===== src/rtl/wb_arb_pkg.sv =====
// Shared encodings and helpers for the two-master Wishbone arbiter.
package wb_arb_pkg;

    localparam logic [1:0] GRANT_NONE = 2'b00;
    localparam logic [1:0] GRANT_M0   = 2'b01;
    localparam logic [1:0] GRANT_M1   = 2'b10;

    // Bits needed to count 0 .. cycles-1 for the watchdog.
    function automatic int unsigned timeout_cnt_width(input int unsigned cycles);
        return (cycles <= 2) ? 1 : $clog2(cycles);
    endfunction

endpackage


===== src/rtl/wb_arb_rr_2.sv =====
// Round-robin grant state for two requesters; grant is held while the owner keeps requesting.
module wb_arb_rr_2
    import wb_arb_pkg::*;
(
    input  logic       clk,
    input  logic       rst,
    input  logic [1:0] req,
    input  logic       hold,
    output logic [1:0] grant
);

    logic [1:0] grant_next;
    logic       last;
    logic       last_next;

    always_ff @(posedge clk or posedge rst) begin
        if (rst) begin
            grant <= GRANT_NONE;
            last  <= 1'b1;
        end else begin
            grant <= grant_next;
            last  <= last_next;
        end
    end

    // On a tie the master that did not own the bus most recently wins.
    always_comb begin
        grant_next = grant;
        last_next  = last;
        if (!hold) begin
            case (req)
                2'b01:   grant_next = GRANT_M0;
                2'b10:   grant_next = GRANT_M1;
                2'b11:   grant_next = last ? GRANT_M0 : GRANT_M1;
                default: grant_next = GRANT_NONE;
            endcase
        end
        if (grant_next != GRANT_NONE) begin
            last_next = grant_next[1];
        end
    end

endmodule


===== src/rtl/wb_arbiter_2.sv =====
// Two-master to one-slave Wishbone arbiter with per-cycle ownership and round-robin ties.
// Optional bus watchdog enabled by defining WB_ARB_TIMEOUT_EN.
module wb_arbiter_2
    import wb_arb_pkg::*;
#(
    parameter int unsigned DATA_WIDTH     = 32,
    parameter int unsigned ADDR_WIDTH     = 32,
    parameter int unsigned SELECT_WIDTH   = DATA_WIDTH / 8,
    parameter int unsigned TIMEOUT_CYCLES = 256
) (
    input  logic                    clk,
    input  logic                    rst,

    input  logic [ADDR_WIDTH-1:0]   wbm0_adr_i,
    input  logic [DATA_WIDTH-1:0]   wbm0_dat_i,
    output logic [DATA_WIDTH-1:0]   wbm0_dat_o,
    input  logic                    wbm0_we_i,
    input  logic [SELECT_WIDTH-1:0] wbm0_sel_i,
    input  logic                    wbm0_stb_i,
    input  logic                    wbm0_cyc_i,
    output logic                    wbm0_ack_o,
    output logic                    wbm0_err_o,
    output logic                    wbm0_rty_o,

    input  logic [ADDR_WIDTH-1:0]   wbm1_adr_i,
    input  logic [DATA_WIDTH-1:0]   wbm1_dat_i,
    output logic [DATA_WIDTH-1:0]   wbm1_dat_o,
    input  logic                    wbm1_we_i,
    input  logic [SELECT_WIDTH-1:0] wbm1_sel_i,
    input  logic                    wbm1_stb_i,
    input  logic                    wbm1_cyc_i,
    output logic                    wbm1_ack_o,
    output logic                    wbm1_err_o,
    output logic                    wbm1_rty_o,

    output logic [ADDR_WIDTH-1:0]   wbs_adr_o,
    input  logic [DATA_WIDTH-1:0]   wbs_dat_i,
    output logic [DATA_WIDTH-1:0]   wbs_dat_o,
    output logic                    wbs_we_o,
    output logic [SELECT_WIDTH-1:0] wbs_sel_o,
    output logic                    wbs_stb_o,
    output logic                    wbs_cyc_o,
    input  logic                    wbs_ack_i,
    input  logic                    wbs_err_i,
    input  logic                    wbs_rty_i
);

    logic [1:0] req;
    logic [1:0] grant;
    logic       hold;
    logic       owner_stb;
    logic       timeout_c;

    assign req  = {wbm1_cyc_i, wbm0_cyc_i};
    assign hold = |(grant & req);

    wb_arb_rr_2 u_rr (
        .clk   (clk),
        .rst   (rst),
        .req   (req),
        .hold  (hold),
        .grant (grant)
    );

    // Request mux selected only by the registered grant.
    always_comb begin
        wbs_adr_o = '0;
        wbs_dat_o = '0;
        wbs_sel_o = '0;
        wbs_we_o  = 1'b0;
        wbs_cyc_o = 1'b0;
        owner_stb = 1'b0;
        case (grant)
            GRANT_M0: begin
                wbs_adr_o = wbm0_adr_i;
                wbs_dat_o = wbm0_dat_i;
                wbs_sel_o = wbm0_sel_i;
                wbs_we_o  = wbm0_we_i;
                wbs_cyc_o = wbm0_cyc_i;
                owner_stb = wbm0_stb_i;
            end
            GRANT_M1: begin
                wbs_adr_o = wbm1_adr_i;
                wbs_dat_o = wbm1_dat_i;
                wbs_sel_o = wbm1_sel_i;
                wbs_we_o  = wbm1_we_i;
                wbs_cyc_o = wbm1_cyc_i;
                owner_stb = wbm1_stb_i;
            end
            default: ;
        endcase
    end

    assign wbs_stb_o  = owner_stb & ~timeout_c;

    assign wbm0_dat_o = wbs_dat_i;
    assign wbm1_dat_o = wbs_dat_i;
    assign wbm0_ack_o = wbs_ack_i & grant[0];
    assign wbm1_ack_o = wbs_ack_i & grant[1];
    assign wbm0_err_o = (wbs_err_i | timeout_c) & grant[0];
    assign wbm1_err_o = (wbs_err_i | timeout_c) & grant[1];
    assign wbm0_rty_o = wbs_rty_i & grant[0];
    assign wbm1_rty_o = wbs_rty_i & grant[1];

`ifdef WB_ARB_TIMEOUT_EN
    localparam int unsigned CNT_W = timeout_cnt_width(TIMEOUT_CYCLES);

    logic [CNT_W-1:0] cnt;
    logic [CNT_W-1:0] cnt_next;
    logic             term;

    assign term      = wbs_ack_i | wbs_err_i | wbs_rty_i;
    assign timeout_c = owner_stb && (cnt == CNT_W'(TIMEOUT_CYCLES - 1));

    // Counts stalled strobe cycles; any termination, idle strobe or ownership change restarts it.
    always_comb begin
        cnt_next = cnt + CNT_W'(1);
        if (!hold || !owner_stb || term || timeout_c) begin
            cnt_next = '0;
        end
    end

    always_ff @(posedge clk or posedge rst) begin
        if (rst) begin
            cnt <= '0;
        end else begin
            cnt <= cnt_next;
        end
    end
`else
    // Watchdog compiled out; the parameter stays for interface compatibility.
    localparam bit TIMEOUT_CYCLES_OK = (TIMEOUT_CYCLES >= 2);
    assign timeout_c = 1'b0 & TIMEOUT_CYCLES_OK;
`endif

endmodule


===== config.mk =====
export PLATFORM = sky130hd
export DESIGN_NAME = wb_arbiter_2
export DESIGN_NICKNAME = d
export VERILOG_FILES = /design/src/rtl/wb_arb_pkg.sv /design/src/rtl/wb_arb_rr_2.sv /design/src/rtl/wb_arbiter_2.sv
export SDC_FILE = /design/constraint.sdc
export NUM_CORES = 1
export LEC_CHECK = 0
export ABC_AREA = 1
export BUFFER_PORTS_ARGS = -buffer_cell sky130_fd_sc_hd__buf_2
export CAP_MARGIN = 0
export CORE_AREA = 2 2 125 127
export CTS_CLUSTER_DIAMETER = 40
export DETAILED_ROUTE_END_ITERATION = 8
export DIE_AREA = 0 0 127 129
export PLACE_DENSITY_LB_ADDON = 0.3
export SLEW_MARGIN = 20
export SYNTH_ARGS = -nofsm -noshare
export SYNTH_HDL_FRONTEND = slang
export SYNTH_SLANG_ARGS = --single-unit

===== constraint.sdc =====
create_clock -name clk -period 1.74 [get_ports clk]
set_input_delay 0.522 -clock clk [delete_from_list [all_inputs] [get_ports clk]]
set_output_delay 0.522 -clock clk [all_outputs]
set_load 0.02 [all_outputs]

==> impl_metrics.yaml, run 1 <==
placement:
  dpl_worst_slack_ps: -127
  port_buffers: 223
  dp.cells: 676
  place.gp.congestion: 0.681
  dp_hpwl_mm: 6.01
cts:
  htreeDepth: 1
  cts_made_buffers: 3
  numClockSinks: 3
  clockBufferDepth: 2
  root_buffer: "clkbuf_16"
  clock_latency_ps: 230
  tritoncts: "yes"
  clk_pin_slew_ps: 30
sta:
  finalMaxSlewViolations: 0
  period_minus_slack_ps: 2090
  fin_tns_setup_ps: -21910
  fmax_mhz: 478
  setup_viol: 71
  final-hold-violation-count: 0
  fin_worst_skew_ps: 2.13
  setup_ws_ps: -352
  worst_slew_pin_slew_ps: 138
  slew_headroom: 0.907
  worst_hold_slack_ps: 153
  rsz0062_at_grt: "true"
  fin_crit_sh: 1.20
route:
  ant_nets: 0
  vias_per_cell: 3.90
  drt-pass1-iter-count: 4
  wire_per_inst_um: 15.2
  drc: 0
  num_vias: 2783
  drt-total-wl_mm: 10.8
  drt_iter0_drc: 52
logic_synthesis:
  syn_nets: 519
  yosysUniqueCellTypes: 14
  synth.avg_cell_area_sq_um: 5.34
  syn_inst: 338
  synthTopCellsByArea: "nand2_1 33%, buf_4 30%, a21oi_1 18%"
  synth_warnings: 0
  syn_area_sq_um: 1810
  synth_seq_area_share: 0.0423
  yosys.area.top_type: "nand2_1"
  synth.top_cell.area_share: 0.326
  ys_ff_latch: 3
status:
  violations: "negative setup slack"
  status: "finished, violations left"
global_route:
  grt_pass1_vias: 2288
  grtUsageTotal: 0.0820
  antenna_found_initial: 0
  grt_pass1_wl_mm: 11.1
  grt_max_degree: 35
  grt.overflow.total: 0
worst_setup_path:
  worstPathRequired_ps: 1220
  cp-start-kind: "register"
  critPathArrivalTime_ps: 1570
  crit_type: "reg -> out"
  endpoint_kind: "output port"
  critPathMaxFanout: 7
power_and_ir_drop:
  p_per_area_nw_per_um2: 756
  power_leakage_nw: 1.93
  power_mw: 3.13
  ir_worst_vdd_mv: 0.492
die:
  ios: 320
  start_util: 0.121
  row_count: 45
  core-area_sq_um: 15000
  die_h_um: 129
  die_w_um: 127
  dieArea_sq_um: 16400
layout:
  mostFrequentLayoutCell: "buf_2"
  drive_gt1_frac: 0.718
  antenna_cells: 0
  stdcell_count: 713
  nFillCells: 1662
  finalNetCount: 707
  area.growth.synth_to_final_pct: 130
  layout_common_cells: "152 x buf_2, 130 x nand2_1, 54 x a21oi_2"
run:
  cap_violations: 0
hold_path:
  hp-class: "in -> async"
## critical path: stages, from the launching register on
cell	delay, ps
dfrtp_1	390
buf_6	130
ha_4	230
buf_12	150
clkbuf_16	170
a21oi_4	130
buf_6	130
## final timing paths
kind | from | end | slack, ps | cells after the start
worst max-delay path | u_rr.grant[1] | wbs_dat_o[26] | -350 | 6
worst min-delay path | rst | u_rr.grant[0] | 150 | 2
worst max register to register | u_rr.grant[0] | u_rr.last | 670 | 6
worst min register to register | u_rr.last | u_rr.last | 470 | 2
max in group asynchronous | rst | u_rr.last | 1380 | 2
min in group clk | u_rr.last | u_rr.last | 470 | 2
## report_power, final
| group | total [mW] | switching, mW | internal, mW |
|---|---|---|---|
| logic | 2.67 | 1.37 | 1.31 |
| registers | 0.0939 | 0.00987 | 0.0840 |
| clock network | 0.368 | 0.0655 | 0.303 |
| total | 3.13 | 1.44 | 1.69 |
## cell families after synthesis
logic type | count (synthesis) | share of synthesized area
AND/OR/NAND/NOR | 159 | 0.331
buffers and inverters | 102 | 0.403
AO/OA/AOI/OAI | 72 | 0.210
flip-flops | 3 | 0.0423
adder cells (fa/ha/maj) | 2 | 0.0139
## repair_timing
item | 4_1_cts | 5_1_grt
cloned | 2 | 19
endpoints found under the setup margin | 71 | 74
resized for setup | 26 | 146
setup buffers | 2 | 10
pin swaps | 1 | 16
hold buffers | 0 | 0
## cells in the mapped netlist
| library cell | n |
|---|---|
| a21oi_1 | 66 |
| a21oi_2 | 5 |
| buf_2 | 8 |
| buf_4 | 72 |
| buf_6 | 7 |
| buf_8 | 1 |
| dfrtp_1 | 2 |
| dfstp_2 | 1 |
| ha_1 | 2 |
| inv_1 | 14 |
| nand2_1 | 157 |
| nand3_1 | 1 |
| nor2_1 | 1 |
| o21ai_0 | 1 |
## through the flow
| step | cell area (sq um) | util |
|---|---|---|
| after floorplan | 2050 | - |
| after global placement | 2930 | 0.196 |
| after detailed placement | 2930 | 0.196 |
| after CTS | 3150 | 0.210 |
| after global routing | 4150 | 0.277 |
| final | 4150 | 0.277 |
## sequential cells by signal, indices dropped and copies added, names as in the netlist
name        flops
u_rr.last       1
u_rr.grant      2
## cell type report
cell class / instances / area (sq um) / area share
clock buffer: 4 / 78.8 / 0.0190
sequential: 3 / 76.3 / 0.0184
timing repair buffer: 271 / 2230 / 0.539
multi-input combinational: 233 / 1470 / 0.354
inverter: 14 / 52.6 / 0.0127
tap: 188 / 235 / 0.0567
## layer usage
layer,share of wire,up-vias,global-route usage
met5,0,-,0
met4,0.028,0,0.0265
met3,0.063,30,0.0187
met2,0.50,144,0.155
met1,0.41,1242,0.0912
li1,-,1367,-
Note: power is estimated with default switching activity, not from simulation.
==> run 2, diff against run 1 <==
--- a/config.mk
+++ b/config.mk
@@ -16,4 +16,5 @@
 export SLEW_MARGIN = 20
 export SYNTH_ARGS = -nofsm -noshare
 export SYNTH_HDL_FRONTEND = slang
+export SYNTH_HIERARCHICAL = 1
 export SYNTH_SLANG_ARGS = --single-unit
==> run 2 against run 1 <==
Compared with the run above: the run still ends with negative setup slack left; clock power decreased by 2%; synthesized cell count rose by 0.30%; utilization down 2.3 points; cell count down 2.4%; design area down 8.1%; synthesized area grew 0.55%; count of clock-buffer cells in the layout unchanged; critical endpoint is now wbs_dat_o[2]; routed wire length shrank 13%; hold slack gained 10 ps; critical path depth rose by 1; clock skew fell by 0.78 ps; register-to-register slack got worse by 180 ps.
==> impl_metrics.yaml, run 2 <==
status:
  status: "finished, violations left"
  violations: "negative setup slack"
logic_synthesis:
  yosysUniqueCellTypes: 14
  synth_warnings: 6
  synthTopCellsByArea: "nand2_1 33%, buf_4 30%, a21oi_1 18%"
  synth.avg_cell_area_sq_um: 5.36
  ys_async_sr_fraction: 1.00
  synth_edf_count: 0
  ys_ff_latch: 3
  yosys-top-cells-count: "158 x nand2_1, 72 x buf_4, 66 x a21oi_1"
  ys.flop_type: "dfrtp_1"
  syn_nets: 520
  yosysMostFrequentCell: "nand2_1"
  synth.top_cell.area_share: 0.327
  synth_seq_area_share: 0.0420
  yosys.area.top_type: "nand2_1"
  syn_inst: 339
  syn_area_sq_um: 1820
worst_setup_path:
  reg2reg_from: "u_rr/grant[0]"
  cp-startpoint: "u_rr/grant[0]"
  worstPathRequired_ps: 1220
  crit_type: "reg -> out"
  cp-start-kind: "register"
  critPathArrivalTime_ps: 1550
  critPathMaxFanout: 12
  endpoint_kind: "output port"
cts:
  clk_pin_slew_ps: 30
  root_buffer: "clkbuf_16"
  htreeDepth: 1
  numClockSinks: 3
  holdBufCountCts: 0
  tritoncts: "yes"
  cts_made_buffers: 3
  clock_latency_ps: 220
  clockBufferDepth: 2
hold_path:
  hp-class: "in -> async"
die:
  ios: 320
  die_h_um: 129
  dieArea_sq_um: 16400
  row_count: 45
  core-area_sq_um: 15000
  start_util: 0.121
  die_w_um: 127
sta:
  period_minus_slack_ps: 2070
  rsz0062_at_grt: "true"
  setup_viol: 71
  fin_worst_skew_ps: 1.35
  fin_crit_sh: 1.19
  fmax_mhz: 482
  finalMaxSlewViolations: 0
  setup_ws_ps: -334
  fin_tns_setup_ps: -21150
  worst_slew_pin_slew_ps: 247
  slew_headroom: 0.836
  final-hold-violation-count: 0
power_and_ir_drop:
  ir_worst_vdd_mv: 0.761
  p_switching_mw: 3.40
  p_seq_frac: 0.022
  power_leakage_nw: 1.79
  power_mw: 6.59
  swShare: 0.516
  p_int_mw: 3.19
  p_comb_frac: 0.923
  p_per_area_nw_per_um2: 1730
  clkPwrFrac: 0.055
layout:
  design_area_sq_um: 3810
  top_register: "u_rr/grant"
  mostFrequentLayoutCell: "buf_2"
  post-route-util: 0.254
  antenna_cells: 0
  finalNetCount: 690
  layout_common_cells: "152 x buf_2, 130 x nand2_1, 71 x a21oi_2"
  top_regs: "u_rr/grant (2), u_rr/last (1)"
  area.growth.synth_to_final_pct: 110
  largest_reg_flops: 2
  drive_gt1_frac: 0.713
route:
  ant_nets: 0
  drt_iter0_drc: 77
  drt-total-wl_mm: 9.38
  vias_per_cell: 3.77
  drt-pass1-iter-count: 4
  drc: 0
  wire_per_inst_um: 13.5
  num_vias: 2624
global_route:
  grt_pass1_vias: 2398
  grt_max_degree: 36
  grt.overflow.total: 0
  antenna_found_initial: 0
  grtUsageTotal: 0.0927
  grt_pass1_wl_mm: 12.4
placement:
  port_buffers: 223
  place.gp.congestion: 0.736
  dp_hpwl_mm: 5.97
  postPlaceCellArea_sq_um: 2910
run:
  cap_violations: 0
run 2: cell types whose count changed after synthesis, sizes merged:
cell,delta
a21boi,+1
inv,-1
nand2,+1
nor2,+1
o21ai,-1
run 2: final timing paths:
kind,slack (ps),end,depth (start not counted)
max,-330,wbs_dat_o[2],7
min,160,u_rr/grant[1],2
max reg2reg,490,u_rr/grant[1],7
min reg2reg,490,u_rr/last,2
max in group asynchronous,1360,u_rr/last,2
min in group clk,490,u_rr/last,2
run 2: layer usage:
metal	vias up	global-route usage	share of wire
met5	-	0	0
li1	1341	-	-
met2	112	0.172	0.51
met4	0	0.0233	0.020
met3	15	0.0125	0.057
met1	1156	0.113	0.41
run 2: logic make-up after synthesis:
kind of cell,synth area share
adder cells (fa/ha/maj),0.0138
AND/OR/NAND/NOR,0.334
buffers and inverters,0.398
flip-flops,0.0420
AO/OA/AOI/OAI,0.212
run 2: critical path, cell delays in order (launching register included):
cell and delay (ps):
dfrtp_2 420, inv_2 80, ha_4 160, buf_12 150, clkbuf_16 170, nand2_1 70
a21oi_2 140, buf_6 130
run 2: power groups by stage:
| stage | Sequential (mW) | Clock, mW | Combinational, mW |
|---|---|---|---|
| floorplan | 0.145 | 0 | 3.21 |
| global placement | 0.142 | 0 | 4.33 |
| detailed placement | 0.144 | 0 | 4.32 |
| CTS | 0.147 | 0.367 | 5.49 |
| global route | 0.157 | 0.379 | 6.47 |
| finish | 0.148 | 0.360 | 6.08 |
run 2: what timing repair did:
| action | in CTS | in global routing |
|---|---|---|
| buffers inserted | 9 | 0 |
| gates cloned | 5 | 6 |
| endpoints found under the setup margin | 71 | 74 |
| gates resized for setup | 91 | 59 |
| pin swaps | 1 | 18 |
run 2: per-stage QoR:
step | hold WS [ps] | std cells | worst slack, ps
finish | 163 | 696 | -334
global route | 174 | 696 | -404
CTS | 162 | 691 | -340
detailed placement | 392 | 673 | -150
global placement | 394 | 673 | -115
floorplan | 275 | 339 | -90.0
run 2: cell type report:
cell class                      count  area [sq um]
Multi-Input combinational cell    235          1370
Tap cell                          188           235
Clock buffer                        4          78.8
Fill cell                        1698         11200
Inverter                           13          48.8
Timing Repair Buffer              253          2000
Sequential cell                     3          77.6
==> run 3, diff against run 2 <==
--- a/config.mk
+++ b/config.mk
@@ -8,6 +8,8 @@
 export ABC_AREA = 1
 export BUFFER_PORTS_ARGS = -buffer_cell sky130_fd_sc_hd__buf_2
 export CAP_MARGIN = 0
+export CELL_PAD_IN_SITES_DETAIL_PLACEMENT = 1
+export CELL_PAD_IN_SITES_GLOBAL_PLACEMENT = 1
 export CORE_AREA = 2 2 125 127
 export CTS_CLUSTER_DIAMETER = 40
 export DETAILED_ROUTE_END_ITERATION = 8
==> run 3 against run 2 <==
Compared with the run above: the run still ends with negative setup slack left; setup slack worse by 6.7 ps; first-iteration DRC count down 48%; die area unchanged; routed wire length down 0.97%; largest cell class unchanged.
==> impl_metrics.yaml, run 3 (synthesized netlist as in run 2, its figures left out) <==
worst_setup_path:
  cp-endpoint: "wbs_adr_o[22]"
  critPathMaxFanout: 13
  reg2reg_from: "u_rr/grant[1]"
  endpoint_kind: "output port"
  cp-start-kind: "register"
  cp-startpoint: "u_rr/grant[1]"
  crit_type: "reg -> out"
  rrSetupSlack_ps: 390
  critPathArrivalTime_ps: 1560
  rr_endpoint: "u_rr/grant[1]"
  worstPathRequired_ps: 1220
  reg2regPathDepth: 8
cts:
  cts_made_buffers: 3
  clockBufferDepth: 2
  numClockSinks: 3
  root_buffer: "clkbuf_16"
  tritoncts: "yes"
  htreeDepth: 1
  clock_latency_ps: 230
  clk_pin_slew_ps: 30
sta:
  setup_ws_ps: -341
  rsz0062_at_grt: "true"
  finalMaxSlewViolations: 0
  fmax_mhz: 481
  fin_worst_skew_ps: 0.394
  fin_crit_sh: 1.20
  period_minus_slack_ps: 2080
  slew_headroom: 0.831
  fin_tns_setup_ps: -20700
  final-hold-violation-count: 0
  worst_slew_pin_slew_ps: 253
  setup_viol: 74
power_and_ir_drop:
  power_mw: 6.18
  p_per_area_nw_per_um2: 1760
  power_leakage_nw: 1.68
  ir_worst_vdd_mv: 0.976
layout:
  antenna_cells: 0
  stdcell_count: 694
  nFillCells: 1900
  mostFrequentLayoutCell: "buf_2"
  finalNetCount: 688
  top_register: "u_rr/grant"
  layout_common_cells: "162 x buf_2, 156 x nand2_1, 65 x a21oi_2"
  largest_reg_flops: 2
  top_regs: "u_rr/grant (2), u_rr/last (1)"
  drive_gt1_frac: 0.656
  area.growth.synth_to_final_pct: 94.0
  design_area_sq_um: 3520
die:
  die_h_um: 129
  die_w_um: 127
  ios: 320
  start_util: 0.121
  dieArea_sq_um: 16400
  row_count: 45
  core-area_sq_um: 15000
placement:
  postPlaceCellArea_sq_um: 2970
  dp_hpwl_mm: 7.00
  place.gp.congestion: 0.708
  port_buffers: 223
  dp.cells: 680
  dpl_worst_slack_ps: -159
route:
  drc: 0
  wire_per_inst_um: 13.4
  vias_per_cell: 3.92
  drt_iter0_drc: 40
  ant_nets: 0
  drt-total-wl_mm: 9.29
  drt-pass1-iter-count: 4
  num_vias: 2718
global_route:
  grt_max_degree: 37
  antenna_found_initial: 0
  grtUsageTotal: 0.100
  grt_pass1_wl_mm: 13.5
  grt_pass1_vias: 2803
  grt.overflow.total: 0
status:
  status: "finished, violations left"
  violations: "negative setup slack"
hold_path:
  hp-class: "in -> async"
run:
  cap_violations: 0
## run 3: final cells by class
cell class,count,area (sq um),area share
Clock buffer,4,78.8,0.0224
Inverter,13,48.8,0.0139
Multi-Input combinational cell,235,1330,0.377
Sequential cell,3,77.6,0.0220
Tap cell,188,235,0.0668
Timing Repair Buffer,251,1750,0.498
## run 3: what timing repair did
item / CTS / global route
pin swaps: 0 / 4
hold endpoints to repair: 0 / 0
hold buffers: 0 / 0
buffers inserted: 4 / 3
cloned: 2 / 1
gates resized for setup: 66 / 35
setup endpoints to repair: 71 / 74
## run 3: worst max-delay path: stages (launching register included)
cell and delay (ps):
dfrtp_1 370, buf_4 140, ha_4 230, buf_12 150, buf_12 150, a21oi_2 120
buf_4 160
## run 3: power breakdown
| group | switching, mW | internal [mW] | leakage (nW) |
|---|---|---|---|
| Combinational | 3.17 | 2.49 | 1.61 |
| Sequential | 0.0315 | 0.113 | 0.0343 |
| Clock | 0.0691 | 0.303 | 0.0382 |
| Total | 3.27 | 2.91 | 1.68 |
## run 3: worst min-delay path by stage
stage | startpoint | endpoint | slack [ps] | depth (start not counted)
floorplan | rst | u_rr/grant[0] | 270 | 1
global placement | rst | u_rr/grant[0] | 400 | 2
detailed placement | rst | u_rr/grant[0] | 400 | 2
CTS | rst | u_rr/grant[1] | 160 | 2
global route | rst | u_rr/grant[0] | 170 | 2
finish | rst | u_rr/grant[1] | 160 | 2
## run 3: per-stage QoR
stage,utilization,hold slack (ps)
2_1_floorplan,-,275
3_3_place_gp,0.199,397
3_5_place_dp,0.199,395
4_1_cts,0.223,161
5_1_grt,0.235,168
6_report,0.235,161
## run 3: per-layer routing
metal	wire length (um)	up-vias	part of all wire	global-route usage
met5	0	-	0	0
li1	-	1330	-	-
met3	678	26	0.073	0.0229
met4	196	0	0.021	0.0362
met1	3380	1224	0.36	0.106
met2	5030	138	0.54	0.194
